--- src/rtl/input_conditioner_pkg.sv ---
// Shared constants and helpers for the multi-channel input conditioner.
package input_conditioner_pkg;

    localparam int GLITCH_W = 16;

    // Ceiling log2 usable in constant expressions; clog2(1) = 0.
    function automatic int clog2(input int value);
        int result;
        int remaining;
        result    = 0;
        remaining = value - 1;
        while (remaining > 0) begin
            result    = result + 1;
            remaining = remaining >> 1;
        end
        return result;
    endfunction

endpackage

--- src/rtl/input_conditioner_ch.sv ---
// One conditioner channel: synchroniser, stable-count glitch filter and
// registered rise/fall pulses. o_glitch flags a rejected glitch this edge.
module input_conditioner_ch
    import input_conditioner_pkg::*;
#(
    parameter int SYNC_STAGES = 2,
    parameter int FILTER_LEN  = 5
) (
    input  logic i_clk,
    input  logic i_rst_n,
    input  logic i_wire,
    input  logic i_bypass,
    input  logic i_mode_chg,
    output logic o_level,
    output logic o_rise,
    output logic o_fall,
    output logic o_glitch
);

    localparam int CNT_W = (clog2(FILTER_LEN) < 1) ? 1 : clog2(FILTER_LEN);
    localparam logic [CNT_W-1:0] CNT_LAST = CNT_W'(FILTER_LEN - 1);

    logic [SYNC_STAGES-1:0] r_sync;
    logic [CNT_W-1:0]       r_cnt;
    logic                   r_level;
    logic                   r_rise;
    logic                   r_fall;

    logic                   w_s;
    logic [CNT_W-1:0]       w_cnt_next;
    logic                   w_level_next;
    logic                   w_glitch;

    assign w_s = r_sync[SYNC_STAGES-1];

    // A mode-change edge only clears the count; the level holds until the new mode acts.
    always_comb begin
        w_cnt_next   = '0;
        w_level_next = r_level;
        w_glitch     = 1'b0;
        if (i_bypass) begin
            w_level_next = w_s;
        end else if (!i_mode_chg) begin
            if (w_s == r_level) begin
                w_glitch = (r_cnt != '0);
            end else if (r_cnt == CNT_LAST) begin
                w_level_next = w_s;
            end else begin
                w_cnt_next = r_cnt + CNT_W'(1);
            end
        end
    end

    always_ff @(posedge i_clk or negedge i_rst_n) begin
        if (!i_rst_n) begin
            r_sync  <= '0;
            r_cnt   <= '0;
            r_level <= 1'b0;
            r_rise  <= 1'b0;
            r_fall  <= 1'b0;
        end else begin
            r_sync  <= {r_sync[SYNC_STAGES-2:0], i_wire};
            r_cnt   <= w_cnt_next;
            r_level <= w_level_next;
            r_rise  <= w_level_next & ~r_level;
            r_fall  <= ~w_level_next & r_level;
        end
    end

    assign o_level  = r_level;
    assign o_rise   = r_rise;
    assign o_fall   = r_fall;
    assign o_glitch = w_glitch;

endmodule

--- src/rtl/input_conditioner.sv ---
// Multi-channel input conditioner top: per-channel filters plus a shared
// saturating glitch counter and BYPASS change detection.
module input_conditioner
    import input_conditioner_pkg::*;
#(
    parameter int WIDTH       = 4,
    parameter int SYNC_STAGES = 2,
    parameter int FILTER_LEN  = 5
) (
    input  logic                CLK,
    input  logic                RESET_N,
    input  logic [WIDTH-1:0]    WIRE_IN,
    input  logic                BYPASS,
    input  logic                CLR_GLITCH,
    output logic [WIDTH-1:0]    WIRE_OUT,
    output logic [WIDTH-1:0]    RISE,
    output logic [WIDTH-1:0]    FALL,
    output logic [GLITCH_W-1:0] GLITCH_CNT
);

    logic                r_bypass_q;
    logic [GLITCH_W-1:0] r_glitch_cnt;

    logic                w_mode_chg;
    logic [WIDTH-1:0]    w_glitch;
    logic [GLITCH_W:0]   w_events;
    logic [GLITCH_W:0]   w_sum;

    assign w_mode_chg = BYPASS ^ r_bypass_q;

    for (genvar gi = 0; gi < WIDTH; gi++) begin : g_ch
        input_conditioner_ch #(
            .SYNC_STAGES(SYNC_STAGES),
            .FILTER_LEN (FILTER_LEN)
        ) u_ch (
            .i_clk     (CLK),
            .i_rst_n   (RESET_N),
            .i_wire    (WIRE_IN[gi]),
            .i_bypass  (BYPASS),
            .i_mode_chg(w_mode_chg),
            .o_level   (WIRE_OUT[gi]),
            .o_rise    (RISE[gi]),
            .o_fall    (FALL[gi]),
            .o_glitch  (w_glitch[gi])
        );
    end

    // One extra bit on the sum exposes overflow for saturation.
    always_comb begin
        w_events = '0;
        for (int i = 0; i < WIDTH; i++) begin
            w_events = w_events + (GLITCH_W + 1)'(w_glitch[i]);
        end
        w_sum = {1'b0, r_glitch_cnt} + w_events;
    end

    always_ff @(posedge CLK or negedge RESET_N) begin
        if (!RESET_N) begin
            r_bypass_q   <= 1'b0;
            r_glitch_cnt <= '0;
        end else begin
            r_bypass_q <= BYPASS;
            if (CLR_GLITCH) begin
                r_glitch_cnt <= '0;
            end else if (w_sum[GLITCH_W]) begin
                r_glitch_cnt <= '1;
            end else begin
                r_glitch_cnt <= w_sum[GLITCH_W-1:0];
            end
        end
    end

    assign GLITCH_CNT = r_glitch_cnt;

endmodule

--- config.mk ---
export PLATFORM = sky130hd
export DESIGN_NAME = input_conditioner
export DESIGN_NICKNAME = d
export VERILOG_FILES = /design/src/rtl/input_conditioner_pkg.sv /design/src/rtl/input_conditioner_ch.sv /design/src/rtl/input_conditioner.sv
export SDC_FILE = /design/constraint.sdc
export NUM_CORES = 1
export LEC_CHECK = 0
export CORE_MARGIN = 4
export CORE_UTILIZATION = 25
export DETAILED_ROUTE_END_ITERATION = 7
export SLEW_MARGIN = 0
export SYNTH_ARGS = -nofsm -noshare
export SYNTH_HDL_FRONTEND = slang
export SYNTH_SLANG_ARGS = --single-unit
--- constraint.sdc ---
create_clock -name CLK -period 8 [get_ports CLK]
set_clock_uncertainty 0.2 [all_clocks]
set_input_delay 1.2 -clock CLK [delete_from_list [all_inputs] [get_ports CLK]]
set_output_delay 1.2 -clock CLK [all_outputs]
set_load 0.02 [all_outputs]
Word-level counts from Yosys, hierarchy flattened
Cells that the tools add are included.
{"block": "classes", "add_sub_neg": 8, "n_eq_ne": 8, "mux": 46, "bitwise_logic": 17, "n_reduce_logical": 4}
{"cell": "$mux 3", "n": 16}
{"cell": "$mux 16", "n": 2}
{"cell": "$mux 1", "n": 28}
{"cell": "$add 16x4->17", "n": 1}
{"cell": "$add 3x1->3 const B", "n": 4}
{"cell": "$eq 3x3->1 const B", "n": 4}
{"cell": "$reduce_bool 3->1", "n": 4}
{"cell": "$and 1x1->1", "n": 8}
{"cell": "$not 1->1", "n": 8}
{"cell": "$add 3x1->4", "n": 1}
{"cell": "$eq 1x1->1", "n": 4}
{"cell": "$add 2x1->3", "n": 1}
{"cell": "$add 1x1->2", "n": 1}
{"cell": "$xor 1x1->1", "n": 1}
{"block": "totals", "regBits": 49, "in_bits": 8}

Logic depth before layout (Yosys ltp)
{"block": "depth", "word_depth": 10, "depth_mapped": 13, "ltp_nobuf": 12}

Cells and area by module
A second synthesis with hierarchy kept.
{"block": "hier_totals", "hier_cells": 211, "hier_area_um2": 2486.1}
{"module": "input_conditioner_ch", "n_inst": 4, "cells_each": 30, "area_per_inst_um2": 384.1}
{"module": "input_conditioner", "n_inst": 1, "cells_each": 91, "area_per_inst_um2": 949.7}

Worst setup path before layout
OpenSTA, ideal clock, no wires.
{"block": "synth_path", "path_type": "input to register", "from": "in BYPASS", "to": "reg r_glitch_cnt[1] (netlist: GLITCH_CNT[1])", "t_arrival_ps": 3636, "slack_ps": 4028, "path_stages": 11, "cell_sequence": "nor2_1 > nand3_1 > fa_1 > inv_1 > fa_1 > fa_1 > nand3_2 > nor2_4 > nand3_2 > buf_2 > a21oi_1"}
{"block": "synth_via", "elab_chain_cells": 9, "word_cells_on_any_way": 15}
{"item": "from (decl)", "line_no": "input_conditioner.sv:13", "rtl": "input logic BYPASS,"}
{"item": "$xor 1x1->1", "line_no": "input_conditioner.sv:29", "rtl": "assign w_mode_chg = BYPASS ^ r_bypass_q;"}
{"item": "$mux 1", "line_no": "input_conditioner_ch.sv:43", "rtl": "end else if (!i_mode_chg) begin"}
{"item": "$mux 1", "line_no": "input_conditioner_ch.sv:41", "rtl": "if (i_bypass) begin"}
{"item": "$add 1x1->2", "line_no": "input_conditioner.sv:52", "rtl": "w_events = w_events + (GLITCH_W + 1)'(w_glitch[i]);"}
{"item": "$add 2x1->3", "line_no": "input_conditioner.sv:52"}
{"item": "$add 3x1->4 (*)", "line_no": "input_conditioner.sv:52"}
{"item": "$add 16x4->17 (*)", "line_no": "input_conditioner.sv:54", "rtl": "w_sum = {1'b0, r_glitch_cnt} + w_events;"}
{"item": "$mux 16 (*)", "line_no": "input_conditioner.sv:65", "rtl": "end else if (w_sum[GLITCH_W]) begin"}
{"item": "$mux 16 (*)", "line_no": "input_conditioner.sv:63", "rtl": "if (CLR_GLITCH) begin"}
{"item": "to (signal assigned)", "line_no": "input_conditioner.sv:68", "rtl": "r_glitch_cnt <= w_sum[GLITCH_W-1:0];"}
{"item": "to (decl)", "line_no": "input_conditioner.sv:22", "rtl": "logic [GLITCH_W-1:0] r_glitch_cnt;"}
Every way passes the cells marked *; elsewhere a longest branch is shown, timed or not.

Worst setup path after layout
{"block": "layout_path", "from": "in BYPASS", "to": "reg r_glitch_cnt[14] (netlist: GLITCH_CNT[14])"}
Same word-level chain as after synthesis.

==> metrics.md <==
| Metric | Value |
|---|---|
| Wirelength, routed | `around 4400 um` |
| Unrepaired setup endpoints after global routing | `false` |
| GRT Util Overall | `under 10%` |
| Clock power share | `a little over a third` |
| Synth Area in Adders | `under 10%` |
| Biggest area consumer among synthesized cells | `dfrtp_1` |
| WP data arrival | `~4.5 ns` |
| Core area | `roughly 9000 um^2` |
| Post-route non-filler standard cell count | `~340` |
| Slowest cell delay on critical path | `0.54 ns` |
| DRC | `0` |
| Largest net degree at the start of global routing | `50` |
| Placed Instances | `~340` |
| Status | `complete, no violations` |
| Antenna Nets Post-Route | `0` |
| Worst Min Path Start | `g_ch[3].u_ch.r_sync[0]` |
| Worst Hold Path Cells | `0` |
| Sequential area share after synthesis | `a little over half` |
| Hold Path End | `g_ch[3].u_ch.r_sync[1]` |
| NumNets Final | `252` |
| Int Pwr | `0.000367 W` |
| Clock tree buffer depth | `2` |
| CP Launch Type | `input pin` |
| Worst reg2reg path depth | `10` |
| Worst path slowest cell | `fa_1` |
| Slew Limit Fails | `0` |
| GPL Wtd Cong | `approximately 0.76` |
| CTS tree | `yes` |
| Slew @ Worst Pin | `between 0.6 and 0.7 ns` |
| Seq pwr share | `roughly 55%` |
| Endpoints failing setup | `0` |
| FP Rows | `35` |
| Port Buffer Count | `35` |
| R2r setup slk | `between 4 and 5 ns` |
| Post-synth top cells | `49 x dfrtp_1, 20 x inv_1, 14 x a21oi_1, 14 x nor2_1, 12 x buf_4` |
| Iter 0 DRT Violations | `35` |
| Compound-cell area share of the yosys netlist | `9.35%` |
| Post-synth EDFFs | `0` |
| GR Overflow Total | `0` |
| Pwr Density | `170 nW/um^2` |
| Predominant post-synthesis flop cell | `dfrtp_1` |
| Setup_tns | `0 ns` |
| Area Growth Syn to Fin | `20.5%` |
| Initial antenna violation count | `0` |
| Largest cells by area after synthesis | `dfrtp_1 52%, ha_1 4.8%, buf_4 3.8%, xnor2_1 3.4%, inv_1 3.2%` |
| Total Power | `about 0.00048 W` |
| Share of layout cells above drive strength 1 | `around 12%` |
| Mux share of post-synthesis cell area | `under 10%` |
| Register clock-pin slew on the reported worst setup and hold paths | `around 0.090 ns` |
| Post-cts sizing count | `0` |
| Drt first pass iters | `4` |
| Total number of yosys warnings | `0` |
| Ys async rst share | `100%` |
| Crit share post-route | `a little under three fifths` |
| Hold slack | `between 0.15 and 0.2 ns` |
| R2r startpoint | `r_bypass_q` |
| XOR/XNOR share of the synthesized area | `roughly 5.2%` |
| Vias | `between 1.5k and 2k` |
| Fin worst setup slack | `~3.5 ns` |
| Switching power | `between 0.0001 and 0.00015 W` |
| CP Capture Type | `flop` |
| CP max FO | `9` |
| Yosys reg bits | `49` |
| F_max | `~220 MHz` |
| Critical path class | `input pin to flop` |
| Synth top area share | `52.4%` |
| Starting Density | `between 20% and 30%` |
| Die height | `~100 um` |
| Combinational Power Share | `a little under a tenth` |
| Chip width | `105 um` |
| Routed wire length per instance | `around 13 um` |
| VDD IR-drop max | `between 0.1 and 0.15 mV` |
| Vias in the first global route | `~1.5k` |
| Final hold vios | `0` |
| Vias per cell | `roughly 4.5` |
| Unique masters post-synth | `40` |
| WP data required | `~8.0 ns` |
| Worst skew pair latency | `about 0.30 ns` |
| Max Cap Viol | `0` |
| Net Sw Frac | `roughly a quarter` |
| Tmin final | `4.46 ns` |
| Largest family of logic cells by synthesized area | `simple AND/OR/NAND/NOR gates` |
| DP Worst Slack | `between 3 and 4 ns` |
| Setup bufs post-CTS | `0` |
| Reg-to-reg critical path endpoint | `GLITCH_CNT[14]` |
| Hold WC Path Type | `flop to flop` |
| CTS Hold Bufs | `0` |
| Ant diodes | `0` |
| CTS Root Cell | `clkbuf_8` |
| CTS buffer count | `5` |
| Post-DP HPWL | `approximately 3200 um` |
| Cell area after synthesis | `~2300 um^2` |
| Htree depth | `2` |
| Slew HR | `55.3%` |
| Leak Pwr | `1.18 nW` |
| Most used cell along the critical path | `fa_1` |
| I/O pin total | `36` |
| Avg Synthesized Cell Area | `around 11 um^2` |
| Clock sinks | `49` |
| Simple-gate share of the synthesized area | `between 15 and 20%` |
| Die Area | `11000 um^2` |
| Worst-path cell chain | `clkdlybuf4s50_1 -> nor2_1 -> nand3_1 -> fa_1 -> inv_1 -> fa_1 -> fa_1 -> nand3_2 -> nor2_4 -> and4b_1 -> nor3_1` |
| Post-synthesis cell count | `~210` |
| Global-route wire length before repair | `approximately 7600 um` |
| Syn_nets | `between 200 and 250` |
| Top-count cell post-synth | `dfrtp_1` |
[cell families (layout without fill, tap and decap cells)]
logic type,Yosys count,after routing
AOI/OAI and AO/OA,32,32
DFF,49,49
muxes,5,5
xor gates and xnor gates,14,14
and+or+nand+nor,57,57
adders and majority gates,12,12
buffers and inverters,36,63
[final cells by class]
class,count,area [um^2]
well taps,111,139
fillers,944,6370
flip-flops and latches,49,1230
clock inverters,2,35.0
inverters,20,75.1
repair buffers,36,353
multi-input cells,120,925
clock buffers,5,68.8
[state kept, by name (all words and copies together), names as in the netlist]
signal             cells
GLITCH_CNT            16
g_ch.u_ch.r_cnt       12
g_ch.u_ch.r_sync       8
g_ch.u_ch.o_fall       4
g_ch.u_ch.o_level      4
g_ch.u_ch.o_rise       4
r_bypass_q             1
[layer usage]
layer	vias up	part of all wire [%]	track usage, %
met5	-	0	0
met4	0	1.2	3.28
met3	4	5.3	2.90
met2	34	47	13.5
met1	755	46	10.9
li1	737	-	-
[worst max-delay path, delay by kind of cell]
kind / cells / cell delay, ns
adder cells (fa/ha/maj): 3 / 1.48
AND/OR/NAND/NOR: 6 / 1.22
buffers and inverters: 2 / 0.57
[power groups by stage]
stage / clock, W / sequential [W] / combinational, W
2_1_floorplan: 0 / 0.000266 / 0.0000299
3_3_place_gp: 0 / 0.000267 / 0.0000470
3_5_place_dp: 0 / 0.000267 / 0.0000473
4_1_cts: 0.000179 / 0.000263 / 0.0000476
5_1_grt: 0.000188 / 0.000264 / 0.0000517
6_report: 0.000172 / 0.000262 / 0.0000462
[worst max path at each step]
stage	startpoint	cells past startpoint	slack (ns)	endpoint
4_1_cts	BYPASS	11	3.49	GLITCH_CNT[14]
3_5_place_dp	BYPASS	11	3.18	GLITCH_CNT[14]
2_1_floorplan	BYPASS	11	4.03	GLITCH_CNT[1]
6_report	BYPASS	11	3.54	GLITCH_CNT[14]
3_3_place_gp	BYPASS	11	3.32	GLITCH_CNT[14]
5_1_grt	BYPASS	11	3.23	GLITCH_CNT[14]
[layout by cell type, fill, tap and decap left out, drive strengths merged, types with 3 or more instances in the layout]
cell type and instances:
dfrtp 49, clkdlybuf4s50 34, inv 20, nor2 16, a21oi 15, xnor2 9, ha 9, nand3 9
a31oi 8, nor3b 8, xor2 5, clkbuf 5, nor3 5, nand2 4, mux2 4, and3 4
a211oi 4, nand2b 3, fa 3, and4 3
[through the flow]
step,util (%),instance area (um^2)
after floorplan,-,2340
after global placement,29.6,2720
after detailed placement,29.6,2720
after CTS,30.7,2820
after global routing,30.7,2820
final,30.7,2820
Power figures use the tool's default switching activity.
